--- config.mk ---
export PLATFORM = sky130hd
export DESIGN_NAME = multi_cycle_ctrl
export DESIGN_NICKNAME = d
export VERILOG_FILES = /design/src/rtl/multi_cycle_ctrl.sv
export SDC_FILE = /design/constraint.sdc
export NUM_CORES = 1
export LEC_CHECK = 0
export BUFFER_PORTS_ARGS = -buffer_cell sky130_fd_sc_hd__clkbuf_2
export CAP_MARGIN = 20
export CORE_UTILIZATION = 50
export CTS_BUF_LIST = sky130_fd_sc_hd__clkbuf_8 sky130_fd_sc_hd__clkbuf_16
export CTS_CLUSTER_SIZE = 40
export DETAILED_ROUTE_END_ITERATION = 6
export GPL_TIMING_DRIVEN = 0
export PLACE_DENSITY = 0.8
export SYNTH_ARGS = -nofsm -noshare
export SYNTH_HDL_FRONTEND = slang
export SYNTH_SLANG_ARGS = --single-unit
export TNS_END_PERCENT = 10
--- constraint.sdc ---
create_clock -name Clk -period 3 [get_ports Clk]
set_clock_uncertainty 0.2 [all_clocks]
set_input_delay 0.15 -clock Clk [delete_from_list [all_inputs] [get_ports Clk]]
set_output_delay 0.15 -clock Clk [all_outputs]
set_load 0.01 [all_outputs]
--- src/rtl/multi_cycle_ctrl.sv ---
// Multi-cycle MIPS-subset control unit: five-state FSM, datapath strobe decode,
// and retired-instruction counter.
module multi_cycle_ctrl (
  input  logic        Clk,
  input  logic        Clr,
  input  logic [31:0] instruction,
  input  logic        Zero,
  output logic [1:0]  PCsrc,
  output logic        PCWrite,
  output logic        IRWrite,
  output logic        RegWrite,
  output logic        RegDst,
  output logic        MemtoReg,
  output logic        MemRead,
  output logic        MemWrite,
  output logic        ALUSrc,
  output logic [2:0]  ALUop,
  output logic [2:0]  State,
  output logic [31:0] InstCount,
  output logic        Illegal
);

  typedef enum logic [2:0] {
    StIf  = 3'd0,
    StId  = 3'd1,
    StEx  = 3'd2,
    StMem = 3'd3,
    StWb  = 3'd4
  } state_e;

  localparam logic [5:0] OpR    = 6'b000000;
  localparam logic [5:0] OpLw   = 6'b100011;
  localparam logic [5:0] OpSw   = 6'b101011;
  localparam logic [5:0] OpBeq  = 6'b000100;
  localparam logic [5:0] OpBne  = 6'b000101;
  localparam logic [5:0] OpAddi = 6'b001000;
  localparam logic [5:0] OpJ    = 6'b000010;

  localparam logic [5:0] FnAdd = 6'b100000;
  localparam logic [5:0] FnSub = 6'b100010;
  localparam logic [5:0] FnAnd = 6'b100100;
  localparam logic [5:0] FnOr  = 6'b100101;
  localparam logic [5:0] FnSlt = 6'b101010;

  state_e      state_q, state_d;
  logic [5:0]  op_q, funct_q;
  logic [31:0] count_q;
  logic        inc;
  logic        is_r, op_ok, fn_ok;
  logic [2:0]  alu_r;
  logic        unused_instr;

  assign unused_instr = ^instruction[25:6];

  always_comb begin
    fn_ok = 1'b1;
    alu_r = 3'b000;
    case (funct_q)
      FnAdd:   alu_r = 3'b000;
      FnSub:   alu_r = 3'b001;
      FnAnd:   alu_r = 3'b010;
      FnOr:    alu_r = 3'b011;
      FnSlt:   alu_r = 3'b100;
      default: fn_ok = 1'b0;
    endcase
  end

  assign is_r  = (op_q == OpR);
  assign op_ok = is_r || (op_q == OpLw) || (op_q == OpSw) || (op_q == OpBeq) ||
                 (op_q == OpBne) || (op_q == OpAddi) || (op_q == OpJ);

  // Clr gates every output combinationally so nothing strobes during reset.
  always_comb begin
    state_d  = StIf;
    inc      = 1'b0;
    PCsrc    = 2'b00;
    PCWrite  = 1'b0;
    IRWrite  = 1'b0;
    RegWrite = 1'b0;
    RegDst   = 1'b0;
    MemtoReg = 1'b0;
    MemRead  = 1'b0;
    MemWrite = 1'b0;
    ALUSrc   = 1'b0;
    ALUop    = 3'b000;
    Illegal  = 1'b0;
    if (!Clr) begin
      case (state_q)
        StIf: begin
          IRWrite = 1'b1;
          PCWrite = 1'b1;
          state_d = StId;
        end
        StId: begin
          if (!op_ok || (is_r && !fn_ok)) begin
            Illegal = 1'b1;
          end else if (op_q == OpJ) begin
            PCWrite = 1'b1;
            PCsrc   = 2'b10;
            inc     = 1'b1;
          end else begin
            state_d = StEx;
          end
        end
        StEx: begin
          if (is_r) begin
            ALUop   = alu_r;
            state_d = StWb;
          end else if (op_q == OpAddi) begin
            ALUSrc  = 1'b1;
            state_d = StWb;
          end else if (op_q == OpLw || op_q == OpSw) begin
            ALUSrc  = 1'b1;
            state_d = StMem;
          end else if (op_q == OpBeq || op_q == OpBne) begin
            ALUop   = 3'b001;
            PCsrc   = 2'b01;
            PCWrite = (op_q == OpBeq) ? Zero : ~Zero;
            inc     = 1'b1;
          end
        end
        StMem: begin
          if (op_q == OpLw) begin
            MemRead = 1'b1;
            state_d = StWb;
          end else if (op_q == OpSw) begin
            MemWrite = 1'b1;
            inc      = 1'b1;
          end
        end
        StWb: begin
          RegWrite = 1'b1;
          RegDst   = is_r;
          MemtoReg = (op_q == OpLw);
          inc      = 1'b1;
        end
        default: state_d = StIf;
      endcase
    end
  end

  always_ff @(posedge Clk) begin
    if (Clr) begin
      state_q <= StIf;
      op_q    <= 6'd0;
      funct_q <= 6'd0;
      count_q <= 32'd0;
    end else begin
      state_q <= state_d;
      if (state_q == StIf) begin
        op_q    <= instruction[31:26];
        funct_q <= instruction[5:0];
      end
      if (inc) count_q <= count_q + 32'd1;
    end
  end

  assign State     = state_q;
  assign InstCount = count_q;

endmodule
* After elaboration in Yosys (flattened, before gate mapping)
Cells that the tools add are included.
Word-level totals: logic and storage cells 97, bits of input ports 35, register bits 47, output and inout bits 49
Cells by class: reductions and logical operators 15, $add $sub $neg 1, bitwise operators 1, equal/unequal tests 15, multiplexer cells 61
Operators by type and width (count):
- $mux W1 | 44
- $eq A6 B6 Y1 const B | 7
- $add A32 B1 Y32 const B | 1
- $pmux W3 S4 | 2
- $mux W3 | 6
- $eq A6 B3 Y1 const B | 2
- $mux W2 | 6
- $logic_or A1 B1 Y1 | 9
- $eq A3 B2 Y1 const B | 2
- $eq A6 B2 Y1 const B | 1
- $eq A6 B4 Y1 const B | 1
- $logic_not A6 Y1 | 1
- $reduce_or A5 Y1 | 1
- $pmux W1 S4 | 1
- $pmux W2 S2 | 1
- $eq A3 B1 Y1 const B | 1
- $eq A3 B3 Y1 const B | 1
- $logic_not A3 Y1 | 1
- $pmux W1 S3 | 1
- $logic_not A1 Y1 | 2
- $logic_and A1 B1 Y1 | 1
- $not A1 Y1 | 1

* Longest topological paths before layout
word-level depth 12, mapped depth 7, mapped depth without buffers 5

* Least setup slack after synthesis
OpenSTA, ideal clock, no wires.
kind reg2reg, start point reg state_q[1] (netlist: State[1]), end point reg count_q[23] (netlist: InstCount[23]), path buffers 0, stages on the path, launching flop included 6, clock period less this slack 2244 ps, arrival 1973 ps, setup time 70 ps, path slack 756 ps, required time 2730 ps, path through dfxtp_1 -> or4bb_1 -> o21a_4 -> a211o_1 -> or3_1 -> a21oi_1
Between the ends: word-level cells in the longest chain between the ends 3, elaborated cells between the ends (all ways) 6, those cells by class eq/ne: 4; mux: 2
Ends and longest elaborated chain:
- start: declaration | line 45 | state_e state_q, state_d;
- start signal: assignment | line 144 | state_q <= StIf;
- start signal: assignment | line 149 | state_q <= state_d;
- $eq A3 B3 Y1, or another cell as far along | line 88 | case (state_q)
- $pmux W1 S4 (*) | line 88
- $mux W1 (*) | line 87 | if (!Clr) begin
- end signal: assignment | line 154 | if (inc) count_q <= count_q + 32'd1;
- end: declaration | line 47 | logic [31:0] count_q;
Every way passes the cells marked *; elsewhere a longest branch is shown, timed or not. A chain may end at the register's enable or synchronous reset.

* Worst setup path in the final report
start point reg op_q[0], end point out ALUop[1]
Between the ends: word-level cells in the longest chain between the ends 4
Ends and longest elaborated chain:
- start: declaration | line 46 | logic [5:0] op_q, funct_q;
- start signal: assignment | line 151 | op_q <= instruction[31:26];
- $logic_not A6 Y1 | line 68 | assign is_r = (op_q == OpR);
- $mux W3 | line 106 | if (is_r) begin
- $mux W3 | line 88
- $mux W3 | line 87
- end: declaration | line 17 | output logic [2:0] ALUop,
Every way passes these cells.

==> results.cfg <==
[run_status]
status = complete, no violations

[floorplanning]
die_height_um = 72.3
core_area_mm2 = 0.00475
start_util_pct = 52.0
ios = 84
row_count = 25
die-area_mm2 = 0.00523
die_w_um = 72.3

[timing]
report.final.hold_viol_count = 0
rsz0062_at_grt = no
period_share_pct = 92.7
tightest_slew_ps = 528
timing.fmax_mhz = 360
finalSetupTns_ps = 0
period_minus_slack_ps = 2780
relSlewSlack_pct = 64.8
setup_violations = 0
report.final.slew_viol_count = 0

[layout]
syn2layout_area_growth_pct = 25.6
nets = 429
drive_above_1_share_pct = 21.6
fin_area_mm2 = 0.00310
diodes = 0

[clock_tree]
htreeDepth = 2
clk_pin_slew_worst_paths_ps = 90
cts_resized = 0
numCtsBuffers = 5
cts.sinks = 47
clk_latency_ps = 310
clockBufferDepth = 2
cts_tree = done
root_buffer = clkbuf_8

[global_routing]
grt_util_all_layers_pct = 24.4
grt_pass1_wl_um = 10100
overflow = 0
grt_pass1_vias = 2256
grt_max_degree = 16
antenna_found_initial = 0

[synthesis]
ys_seq_area_share_pct = 38.1
synthAdderAreaFrac_pct = 0.506
synth_ff_type = dfxtp_1
synth_top_family_by_area = simple AND/OR/NAND/NOR gates
netlist_area_mm2 = 0.00247
synth_compound_area_share_pct = 18.5
synth-xor-area-share_pct = 6.03
synth_edf_count = 0
synthSimpleGateAreaFrac_pct = 31.1
synthMuxAreaShare_pct = 1.37
synth_nets = 347
ys_warn_count = 0
synth.distinct_cells = 50
synth_seq_cells = 47
async_flop_share_pct = 0
postSynthCellCount = 311
syn_avg_cell_area_um2 = 7.95

[setup_path]
crit_type = flip-flop to output port
cp-start-kind = flip-flop
worst_setup_path_end_kind = output port
required_ps = 2650
arrival_ps = 2430
crit_path_max_fanout = 9

[placed_design]
gp_congestion = 0.877
dpl_cell_area_mm2 = 0.00287
place_hpwl_um = 4560
port_buffers = 63

[pwr]
vdd_ir_drop_max_uv = 333
leakagePower_uw = 0.00118
power_density_mw_per_mm2 = 422

[drt]
via_count = 2595
drc = 0
vias_per_cell = 5.63
dr.pass1.iters = 4
wirelength_um = 6340
drtIter0Drc = 144
routedWlPerCell_um = 13.7
postRouteAntennaNets = 0

[min_path]
min_path_type = primary input to flip-flop

[run]
max_cap_violations = 0
[cell usage after synthesis, types with 2 or more instances]
| cell type | number | area, um2 |
|---|---|---|
| clkbuf_1 | 14 | 52.6 |
| nor4_1 | 3 | 18.8 |
| inv_1 | 8 | 30.0 |
| or4_1 | 6 | 45.0 |
| dfxtp_1 | 47 | 941 |
| nand2b_1 | 2 | 12.5 |
| nor3_1 | 12 | 60.1 |
| a21oi_1 | 29 | 145 |
| nor2b_1 | 6 | 37.5 |
| xnor2_1 | 15 | 131 |
| a2111oi_1 | 2 | 20.0 |
| nor2_1 | 31 | 116 |
| mux2_2 | 3 | 33.8 |
| a211oi_1 | 8 | 60.1 |
| and3_1 | 3 | 18.8 |
| o21ai_0 | 9 | 45.0 |
| o31ai_1 | 4 | 30.0 |
| and4_1 | 7 | 61.3 |
| xor2_1 | 2 | 17.5 |
| nand4_1 | 9 | 56.3 |
| or3_1 | 10 | 62.6 |
| o2111ai_1 | 4 | 35.0 |
| nand2_1 | 38 | 143 |
| nand3_1 | 12 | 60.1 |
| buf_2 | 2 | 10.0 |
[worst max-delay path, cell delays in order, from the launching register on]
cell and delay, ps:
dfxtp_1 310, clkbuf_1 200, or4_1 580, nor3_1 280, nand4_1 200, nor4b_1 350
clkbuf_2 200
[final cells by class]
class	count	area (um2)
inverter	8	30.0
multi-input combinational	238	1420
timing repair buffer	75	435
tap	67	83.8
sequential	47	941
buffer	18	78.8
fill	436	1650
clock buffer	5	68.8
clock inverter	3	43.8
[sequential cells by signal, summed over array words and instances (netlist names)]
name	cells
InstCount	32
funct_q	6
op_q	6
State	3
[report_power, final]
part,internal [uW],switching (uW)
Clock,248,221
Sequential,642,19.1
Combinational,73.4,105
[through the flow]
stage          hold slack (ps)  total power (uW)  setup WS, ps  cells  utilization, %
2_1_floorplan             86.0               790           756    311               -
3_3_place_gp               177               836           446    441            60.4
3_5_place_dp               183               841           428    441            60.4
4_1_cts                   75.4              1310           241    461            65.3
5_1_grt                   87.0              1360          42.3    461            65.3
6_report                  78.7              1310           219    461            65.3
[cells in the final DEF (no fill, tap or decap), types with 2 or more instances in the layout]
cell type	Yosys	layout
o31ai_1	4	4
xor2_1	2	2
a21oi_1	29	29
clkbuf_2	1	64
nand2_1	38	38
nor4_1	3	3
a2111oi_1	2	2
nor3_1	12	12
nor2_1	31	31
buf_2	2	2
nand4_1	9	9
clkbuf_8	0	5
nor2b_1	6	6
dfxtp_1	47	47
clkbuf_1	14	14
xnor2_1	15	15
nand3_1	12	12
mux2_2	3	3
and3_1	3	3
dlygate4sd3_1	0	12
and4_1	7	7
nand2b_1	2	2
o21ai_0	9	9
o2111ai_1	4	4
or3_1	10	10
or4_1	6	6
inv_1	8	8
a211oi_1	8	8
[worst paths after layout]
| kind | startpoint | endpoint | slack, ps | cells after the start |
|---|---|---|---|---|
| worst min register to register | funct_q[4] | funct_q[4] | 260 | 2 |
| worst max-delay path | op_q[0] | ALUop[1] | 220 | 6 |
| worst min-delay path | Clr | InstCount[31] | 80 | 3 |
| worst max register to register | op_q[3] | InstCount[30] | 400 | 7 |
[cells by family (layout without fill, tap and decap cells)]
group                    count (synthesis)  in the layout
AND/OR/NAND/NOR                        148            148
AO/OA/AOI/OAI                           69             69
flip-flops                              47             47
buffers and inverters                   26            109
XOR/XNOR                                17             17
multiplexers                             3              3
adder cells (fa/ha/maj)                  1              1
[what timing repair did]
action                    4_1_cts  5_1_grt
hold buffers                   12        0
hold endpoints to repair       12        0
setup buffers                   0        0
[routing by layer]
| metal | GRT usage (%) | part of all wire, % | vias up |
|---|---|---|---|
| met3 | 4.86 | 5.1 | 12 |
| met4 | 8.06 | 1.8 | 0 |
| met2 | 41.7 | 49 | 86 |
| met5 | 0 | 0 | - |
| met1 | 30.8 | 44 | 1201 |
| li1 | - | - | 1296 |
No activity file was read; power rests on OpenSTA's default activity.
